**src/rtl/adder9_rr_scheduler_if.sv**
```systemverilog
// Handshake bundle between the operand requesters and the shared 9-bit adder scheduler.
// ADDER9_SCHED_PARITY_EN adds the rsp_par response bit.
interface adder9_rr_scheduler_if #(
  parameter int unsigned NREQ = 4,
  parameter int unsigned ID_W = 2
);
  logic [NREQ-1:0]   req_valid;
  logic [NREQ-1:0]   req_ready;
  logic [9*NREQ-1:0] req_a;
  logic [9*NREQ-1:0] req_b;
  logic              rsp_valid;
  logic              rsp_ready;
  logic [9:0]        rsp_sum;
  logic [ID_W-1:0]   rsp_id;
  logic              busy;
`ifdef ADDER9_SCHED_PARITY_EN
  logic              rsp_par;
`endif

  modport master (
    output req_valid, req_a, req_b, rsp_ready,
    input  req_ready, rsp_valid, rsp_sum, rsp_id, busy
`ifdef ADDER9_SCHED_PARITY_EN
    , input rsp_par
`endif
  );

  modport slave (
    input  req_valid, req_a, req_b, rsp_ready,
    output req_ready, rsp_valid, rsp_sum, rsp_id, busy
`ifdef ADDER9_SCHED_PARITY_EN
    , output rsp_par
`endif
  );
endinterface

```
**src/rtl/adder9_rr_scheduler.sv**
```systemverilog
// Round-robin scheduler sharing one 9b+9b ripple-carry adder among NREQ requesters.
// Optional ADDER9_SCHED_PARITY_EN registers an even-parity bit of the result.
module adder9_rr_scheduler #(
  parameter int unsigned NREQ = 4,
  parameter int unsigned ID_W = 2
) (
  input  logic                  clk,
  input  logic                  rst,
  adder9_rr_scheduler_if.slave  bus
);
  localparam int unsigned OP_W  = 9;
  localparam int unsigned SUM_W = 10;
  localparam int unsigned IW1   = ID_W + 1;

  typedef enum logic [1:0] {IDLE, CALC, RESP} state_e;

  state_e            state_q, state_d;
  logic [ID_W-1:0]   ptr_q, ptr_d;
  logic [ID_W-1:0]   gid_q, gid_d;
  logic [OP_W-1:0]   op_a_q, op_a_d;
  logic [OP_W-1:0]   op_b_q, op_b_d;
  logic              rsp_valid_q, rsp_valid_d;
  logic [SUM_W-1:0]  rsp_sum_q, rsp_sum_d;
  logic [ID_W-1:0]   rsp_id_q, rsp_id_d;
  logic              busy_q, busy_d;
`ifdef ADDER9_SCHED_PARITY_EN
  logic              rsp_par_q, rsp_par_d;
`endif

  logic              found;
  logic [ID_W-1:0]   gnt_idx;
  logic [IW1-1:0]    idx;
  logic [NREQ-1:0]   grant;
  logic [OP_W-1:0]   sel_a, sel_b;
  logic [SUM_W-1:0]  sum_c;

  function automatic logic [SUM_W-1:0] adder9bit(input logic [OP_W-1:0] a,
                                                 input logic [OP_W-1:0] b);
    logic            c;
    logic [OP_W-1:0] s;
    c = 1'b0;
    s = '0;
    for (int i = 0; i < 9; i++) begin
      s[i] = a[i] ^ b[i] ^ c;
      c    = (a[i] & b[i]) | (c & (a[i] ^ b[i]));
    end
    return {c, s};
  endfunction

  // First valid requester at or after ptr, wrapping modulo NREQ
  always_comb begin
    found   = 1'b0;
    gnt_idx = '0;
    idx     = '0;
    for (int unsigned k = 0; k < NREQ; k++) begin
      idx = IW1'(ptr_q) + IW1'(k);
      if (idx >= IW1'(NREQ)) idx = idx - IW1'(NREQ);
      if (!found && bus.req_valid[idx[ID_W-1:0]]) begin
        found   = 1'b1;
        gnt_idx = idx[ID_W-1:0];
      end
    end
  end

  always_comb begin
    grant = '0;
    if (state_q == IDLE && found) grant[gnt_idx] = 1'b1;
  end

  always_comb begin
    sel_a = '0;
    sel_b = '0;
    for (int unsigned i = 0; i < NREQ; i++) begin
      if (gnt_idx == ID_W'(i)) begin
        sel_a = bus.req_a[OP_W*i +: OP_W];
        sel_b = bus.req_b[OP_W*i +: OP_W];
      end
    end
  end

  assign sum_c = adder9bit(op_a_q, op_b_q);

  always_comb begin
    state_d     = state_q;
    ptr_d       = ptr_q;
    gid_d       = gid_q;
    op_a_d      = op_a_q;
    op_b_d      = op_b_q;
    rsp_valid_d = rsp_valid_q;
    rsp_sum_d   = rsp_sum_q;
    rsp_id_d    = rsp_id_q;
`ifdef ADDER9_SCHED_PARITY_EN
    rsp_par_d   = rsp_par_q;
`endif
    case (state_q)
      IDLE: begin
        if (found) begin
          op_a_d  = sel_a;
          op_b_d  = sel_b;
          gid_d   = gnt_idx;
          state_d = CALC;
        end
      end
      CALC: begin
        rsp_sum_d   = sum_c;
        rsp_id_d    = gid_q;
        rsp_valid_d = 1'b1;
`ifdef ADDER9_SCHED_PARITY_EN
        rsp_par_d   = ^sum_c;
`endif
        ptr_d       = (gid_q == ID_W'(NREQ - 1)) ? '0 : gid_q + ID_W'(1);
        state_d     = RESP;
      end
      RESP: begin
        if (bus.rsp_ready) begin
          rsp_valid_d = 1'b0;
          state_d     = IDLE;
        end
      end
      default: state_d = IDLE;
    endcase
    busy_d = (state_d != IDLE);
  end

  always_ff @(posedge clk or posedge rst) begin
    if (rst) begin
      state_q     <= IDLE;
      ptr_q       <= '0;
      gid_q       <= '0;
      op_a_q      <= '0;
      op_b_q      <= '0;
      rsp_valid_q <= 1'b0;
      rsp_sum_q   <= '0;
      rsp_id_q    <= '0;
      busy_q      <= 1'b0;
`ifdef ADDER9_SCHED_PARITY_EN
      rsp_par_q   <= 1'b0;
`endif
    end else begin
      state_q     <= state_d;
      ptr_q       <= ptr_d;
      gid_q       <= gid_d;
      op_a_q      <= op_a_d;
      op_b_q      <= op_b_d;
      rsp_valid_q <= rsp_valid_d;
      rsp_sum_q   <= rsp_sum_d;
      rsp_id_q    <= rsp_id_d;
      busy_q      <= busy_d;
`ifdef ADDER9_SCHED_PARITY_EN
      rsp_par_q   <= rsp_par_d;
`endif
    end
  end

  // Grant is combinational so a requester sees acceptance in the same IDLE cycle
  assign bus.req_ready = grant;
  assign bus.rsp_valid = rsp_valid_q;
  assign bus.rsp_sum   = rsp_sum_q;
  assign bus.rsp_id    = rsp_id_q;
  assign bus.busy      = busy_q;
`ifdef ADDER9_SCHED_PARITY_EN
  assign bus.rsp_par   = rsp_par_q;
`endif
endmodule

```
**src/flat_wrapper.sv**
```systemverilog
// flat-port wrapper written by rule: the top's interface ports become plain ports
module adder9_rr_scheduler_flat 
#(
  parameter int unsigned NREQ = 4,
  parameter int unsigned ID_W = 2
)
  (clk, rst, bus_req_valid, bus_req_a, bus_req_b, bus_rsp_ready, bus_req_ready, bus_rsp_valid, bus_rsp_sum, bus_rsp_id, bus_busy);
  adder9_rr_scheduler_if #(.NREQ(NREQ), .ID_W(ID_W)) bus_i ();
  input  logic clk;
  input  logic rst;
  input wire logic [$bits(bus_i.req_valid)-1:0] bus_req_valid;
  input wire logic [$bits(bus_i.req_a)-1:0] bus_req_a;
  input wire logic [$bits(bus_i.req_b)-1:0] bus_req_b;
  input wire logic [$bits(bus_i.rsp_ready)-1:0] bus_rsp_ready;
  output wire logic [$bits(bus_i.req_ready)-1:0] bus_req_ready;
  output wire logic [$bits(bus_i.rsp_valid)-1:0] bus_rsp_valid;
  output wire logic [$bits(bus_i.rsp_sum)-1:0] bus_rsp_sum;
  output wire logic [$bits(bus_i.rsp_id)-1:0] bus_rsp_id;
  output wire logic [$bits(bus_i.busy)-1:0] bus_busy;
  assign bus_i.req_valid = bus_req_valid;
  assign bus_i.req_a = bus_req_a;
  assign bus_i.req_b = bus_req_b;
  assign bus_i.rsp_ready = bus_rsp_ready;
  assign bus_req_ready = bus_i.req_ready;
  assign bus_rsp_valid = bus_i.rsp_valid;
  assign bus_rsp_sum = bus_i.rsp_sum;
  assign bus_rsp_id = bus_i.rsp_id;
  assign bus_busy = bus_i.busy;
  adder9_rr_scheduler #(.NREQ(NREQ), .ID_W(ID_W)) u_core (.clk(clk), .rst(rst), .bus(bus_i));
endmodule
```
**config.mk**
```make
export PLATFORM = sky130hd
export DESIGN_NAME = adder9_rr_scheduler_flat
export DESIGN_NICKNAME = d
export VERILOG_FILES = /design/src/rtl/adder9_rr_scheduler_if.sv /design/src/rtl/adder9_rr_scheduler.sv /design/src/flat_wrapper.sv
export SDC_FILE = /design/constraint.sdc
export NUM_CORES = 1
export LEC_CHECK = 0
export ABC_AREA = 1
export BUFFER_PORTS_ARGS = -buffer_cell sky130_fd_sc_hd__clkbuf_2
export CAP_MARGIN = 30
export CORE_ASPECT_RATIO = 1.4
export CORE_MARGIN = 2
export CORE_UTILIZATION = 35
export CTS_BUF_LIST = sky130_fd_sc_hd__clkbuf_16
export DETAILED_ROUTE_END_ITERATION = 8
export GPL_TIMING_DRIVEN = 0
export SKIP_CTS_REPAIR_TIMING = 1
export SLEW_MARGIN = 20
export SYNTH_ARGS = -nofsm -noshare
export SYNTH_HDL_FRONTEND = slang
export SYNTH_SLANG_ARGS = --single-unit
```
**constraint.sdc**
```tcl
create_clock -name clk -period 8.6 [get_ports clk]
set_input_delay 0.43 -clock clk [delete_from_list [all_inputs] [get_ports clk]]
set_output_delay 0.43 -clock clk [all_outputs]
set_load 0.1 [all_outputs]
```
Yosys cells after proc, flatten, opt, wreduce, memory -nomap -nowiden

Index checks and enable logic that the tools add are counted.

Register bits after elaboration: 38
Bits in latches: 0
Bits in writable memories: 0
ROM bits: 0
Bits of input ports: 79
Output and inout port bits: 18
Logic and storage cells: 127
Memories: 0

Add/subtract/negate cells: 8
Multipliers: 0
Div/mod/pow operators: 0
Magnitude comparators: 10
Equality and inequality tests: 7
Shifts and indexed selects: 0
Multiplexer cells: 37
Bitwise gates (word level): 42
Reductions and logical operators: 14

Operators by type and width:

| operator              | count |
|---|---|
| $mux W9               | 8 |
| $mux W2               | 11 |
| $and A1 B1 Y1         | 17 |
| $xor A1 B1 Y1         | 17 |
| $lt A2 B3 Y1 const B  | 5 |
| $mux W1               | 10 |
| $ge A3 B3 Y1 const B  | 3 |
| $bmux W1 S2           | 4 |
| $eq A2 B2 Y1 const B  | 4 |
| $or A1 B1 Y1          | 8 |
| $sub A2 B1 Y2 const B | 4 |
| $add A2 B2 Y3 const B | 2 |
| $pmux W2 S3           | 1 |
| $logic_and A1 B1 Y1   | 5 |
| $eq A2 B1 Y1 const B  | 2 |
| $logic_not A2 Y1      | 2 |
| $mux W4               | 1 |
| $reduce_and A2 Y1     | 2 |
| $reduce_bool A2 Y1    | 2 |
| $add A2 B1 Y3 const B | 1 |
| $ge A2 B3 Y1 const B  | 1 |
| $logic_not A1 Y1      | 3 |
| $add A2 B1 Y2 const B | 1 |
| $demux W1 S2          | 1 |
| 3 further kinds       | 3 |

Depth between registers and ports, before layout

Depth after elaboration: 19
Gate-level depth with buffers: 16
Mapped depth without buffers: 15

Worst setup path after synthesis

No wires, ideal clock.

Path type: flip-flop to output port
Start point: reg u_core.ptr_q[0]
End point: out bus_req_ready[1]
Arrival: 3.394 ns
Required time: 8.170 ns
Path slack: 4.776 ns
Stages on the path, launching flop included: 11
Path buffers: 2
Cells stage by stage: dfrtp_1 -> buf_6 -> nand2_1 -> nand3_1 -> nand2_1 -> inv_2 -> nand3_1 -> or2_1 -> nand3_2 -> buf_2 -> nor3_1

Longest elaborated chain between the ends: 19
Elaborated cells on any way between the ends: 44
Classes of those cells: 7 x add/sub; 6 x order compare; 23 x mux; 8 x reduce/logical

RTL lines:

| what                                                   | line                       | source |
|---|---|---|
| start, declared                                        | adder9_rr_scheduler.sv:18  | `logic [ID_W-1:0] ptr_q, ptr_d;` |
| start signal, assigned                                 | adder9_rr_scheduler.sv:141 | `ptr_q <= ptr_d;` |
| branches (longest 18 deep; another with $add A2 B1 Y3) | n/a                        |  |
| $mux W4 (*)                                            | adder9_rr_scheduler.sv:67  | `if (state_q == IDLE && found) grant[gnt_idx] = 1'b1;` |
| end, declared                                          | flat_wrapper.sv:15         | `output wire logic [$bits(bus_i.req_ready)-1:0] bus_req_ready;` |

Mark *: on every way between the ends. The select of a mux whose other input is x is not followed.

Worst setup path after layout

Start point: reg u_core.op_a_q[0]
End point: reg u_core.rsp_sum_q[8], in the netlist u_core.bus.rsp_sum[8]

Longest elaborated chain between the ends: 16

RTL lines:

| what                       | line                       | source |
|---|---|---|
| start, declared            | adder9_rr_scheduler.sv:20  | `logic [OP_W-1:0] op_a_q, op_a_d;` |
| start signal, assigned     | adder9_rr_scheduler.sv:143 | `op_a_q <= op_a_d;` |
| $and A1 B1 Y1 (2 in a row) | adder9_rr_scheduler.sv:45  | `c = (a[i] & b[i]) \| (c & (a[i] ^ b[i]));` |
| $or A1 B1 Y1               | adder9_rr_scheduler.sv:45  |  |
| $and A1 B1 Y1              | adder9_rr_scheduler.sv:45  |  |
| $or A1 B1 Y1               | adder9_rr_scheduler.sv:45  |  |
| $and A1 B1 Y1              | adder9_rr_scheduler.sv:45  |  |
| $or A1 B1 Y1               | adder9_rr_scheduler.sv:45  |  |
| $and A1 B1 Y1              | adder9_rr_scheduler.sv:45  |  |
| $or A1 B1 Y1               | adder9_rr_scheduler.sv:45  |  |
| $and A1 B1 Y1              | adder9_rr_scheduler.sv:45  |  |
| $or A1 B1 Y1               | adder9_rr_scheduler.sv:45  |  |
| $and A1 B1 Y1              | adder9_rr_scheduler.sv:45  |  |
| $or A1 B1 Y1               | adder9_rr_scheduler.sv:45  |  |
| $and A1 B1 Y1              | adder9_rr_scheduler.sv:45  |  |
| $or A1 B1 Y1               | adder9_rr_scheduler.sv:45  |  |
| $xor A1 B1 Y1              | adder9_rr_scheduler.sv:44  | `s[i] = a[i] ^ b[i] ^ c;` |
| end signal, assigned       | adder9_rr_scheduler.sv:146 | `rsp_sum_q <= rsp_sum_d;` |
| end, declared              | adder9_rr_scheduler.sv:23  | `logic [SUM_W-1:0] rsp_sum_q, rsp_sum_d;` |

No other way between the ends.
A chain may end at the register's enable or synchronous reset.

==> results_dict.tcl <==
set metrics [dict create \
    cp_slowest_cell "fa_1" \
    ant_nets 0 \
    startpoint_type "flip-flop" \
    pre_cts_slack_ns 4.65 \
    dr.pass1.iters 4 \
    place_congestion 0.819 \
    io_buffers 96 \
    grt_pass1_wl_um 12000 \
    clock.fmax_mhz 254 \
    antenna_found_initial 0 \
    via_count 2786 \
    synth-seq-cells 38 \
    setup_ws_ns 4.67 \
    maxCapViolations 0 \
    row_count 38 \
    syn_area_per_cell_sq_um 6.42 \
    maxSlewHeadroom_pct 63.8 \
    cts_buffer_depth 2 \
    syn_area_sq_um 2770 \
    antennaDiodeCount 0 \
    drive_above_1_share_pct 24.4 \
    io_pins 97 \
    fin_area_sq_um 3540 \
    finClkSkew_ns 0.00250 \
    finalMaxSlewViolations 0 \
    worstSkewPairLatency_ns 0.28 \
    max_stage_delay_ns 0.41 \
    final.setup.tns_ns 0 \
    yosysTopAreaCellShare_pct 34.4 \
    area_growth_pct 27.8 \
    ys_seq_area_share_pct 34.4 \
    cts-root-buf "clkbuf_16" \
    post-synth-top-area-cell "dfrtp_1" \
    grtUsageTotal_pct 17.5 \
    routed_wl_um 7050 \
    dieArea_sq_um 8640 \
    worst_pin_slew_ns 0.545 \
    drc_errors 0 \
    cts.reportedPaths.clkPinSlew_ns 0.05 \
    status "finished clean" \
    die_x_um 79.2 \
    numCtsBuffers 5 \
    fin_crit_ns 3.93 \
    ys_types 24 \
    synthTopCellsByArea "dfrtp_1, nand2_1, inv_1, nand3_1, fa_1" \
    synthAdderAreaFrac_pct 6.69 \
    fin_nets 624 \
    synth_xor_area_share_pct 0 \
    grt_pass1_vias 2652 \
    cp.required_ns 8.80 \
    core_sq_um 7700 \
    endpoint_kind "flip-flop" \
    grt_start_max_net_pins 25 \
    first_iter_violations 89 \
    placed_area_sq_um 3400 \
    crit_arrival_ns 4.13 \
    fp.dieH_um 109 \
    netlist_instances 431 \
    cp_max_fo 2 \
    synth_nets 520 \
    dp_hpwl_um 5960 \
    synth-compound-area-share_pct 3.12 \
    timing.final.crit_share_pct 45.7 \
    start_util_pct 35.9 \
    post_drt_wl_per_cell_um 11.1 \
    synth-simple-area-share_pct 41.4 \
    numClockSinks 38 \
    muxShareOfSynthArea_pct 0 \
    criticalPathCategory "reg2reg" \
    synth_top_family_by_area "simple AND/OR/NAND/NOR gates" \
    rsz0062_at_grt "false" \
    vias_per_cell 4.38 \
    setup_viol 0 \
    cts_htree_levels 2 \
    overflow 0 \
    cpMostUsedCell "fa_1" \
    yosys_warnings 0 \
    hold_viol 0 \
    tritoncts "done" \
    crit_path_cell_trace "ha_1 -> fa_1 -> fa_1 -> fa_1 -> fa_1 -> inv_1 -> fa_1 -> inv_1 -> fa_1 -> fa_1 -> inv_1 -> fa_1 -> o21ai_0" \
    rr_worst_depth 13 \
    hold_path.class "in2async" \
]
## state kept, by name, summed over array words and instances (netlist names)
signal and flops:
u_core.bus.busy 1, u_core.bus.rsp_id 2, u_core.bus.rsp_sum 10, u_core.bus.rsp_valid 1, u_core.gid_q 2, u_core.op_a_q 9, u_core.op_b_q 9, u_core.ptr_q 2
u_core.state_q 2
## layer usage
layer  vias to the layer above  GRT usage (%)  wire, um
met5                         -              0         0
met4                         0           5.05        70
met3                         4           3.06       299
met2                        64           30.6      3590
met1                      1231           22.1      3090
li1                       1487              -         -
## cell families after synthesis
group,after synthesis
and+or+nand+nor,276
adders and majority gates,10
DFF,38
buffers and inverters,90
AOI/OAI and AO/OA,17
## synthesized netlist by cell type
cell / count
a21oi_1: 2
buf_2: 7
buf_6: 7
clkbuf_1: 2
dfrtp_1: 38
fa_1: 8
ha_1: 2
inv_1: 70
inv_2: 4
nand2_1: 180
nand2_2: 2
nand2_4: 1
nand3_1: 41
nand3_2: 1
nand3b_1: 1
nand4_1: 1
nor2_1: 41
nor2_2: 2
nor2_4: 3
nor3_1: 1
o21ai_0: 13
o21ai_1: 1
o22ai_1: 1
or2_1: 2
## per-stage QoR
step,hold slack (ns),cells,util [%]
finish,0.0983,636,45.9
global placement,0.462,627,43.8
floorplan,0.449,431,-
CTS,0.110,636,45.9
global route,0.120,636,45.9
detailed placement,0.409,628,44.2
## critical path: cells and delay by family (launching register included)
family | cells | cell delay [ns]
fa+ha+maj | 9 | 3.07
flops | 1 | 0.40
buf+inv | 3 | 0.20
compound gates | 1 | 0.17
## final cells by class
class	instances	area, sq um
fillers	858	4160
multi-input cells	303	1420
flip-flops and latches	38	951
repair buffers	97	508
inverters	74	278
clock buffers	5	125
well taps	100	125
plain buffers	16	121
clock inverters	3	12.5
## cell usage in the layout (no fill, tap or decap), types with 2 or more instances in the layout
master | Yosys | final
buf_2 | 7 | 7
nor2_1 | 41 | 41
inv_2 | 4 | 5
or2_1 | 2 | 2
inv_1 | 70 | 70
nand3_1 | 41 | 41
dfrtp_1 | 38 | 38
o21ai_0 | 13 | 13
clkbuf_2 | 0 | 96
nor2_4 | 3 | 3
nor2_2 | 2 | 2
a21oi_1 | 2 | 2
ha_1 | 2 | 2
clkbuf_16 | 0 | 5
nand2_1 | 180 | 180
buf_6 | 7 | 7
nand2_2 | 2 | 2
clkbuf_1 | 2 | 2
fa_1 | 8 | 8
## path summary, 6_finish.rpt
| check | endpoint | slack (ns) | start |
|---|---|---|---|
| worst min register to register | u_core.bus.rsp_sum[0] | 0.47 | u_core.bus.rsp_sum[0] |
| worst min-delay path | u_core.op_a_q[5] | 0.1 | rst |
| min in group clk | u_core.state_q[1] | 0.37 | bus_rsp_ready |
| worst max register to register | u_core.bus.rsp_sum[8] | 4.67 | u_core.op_a_q[0] |
| max in group asynchronous | u_core.op_a_q[0] | 8.07 | rst |
| worst max-delay path | u_core.bus.rsp_sum[8] | 4.67 | u_core.op_a_q[0] |
Power is not shown: default switching activity piles up to over one toggle a cycle in this logic, so the estimate is an artifact.
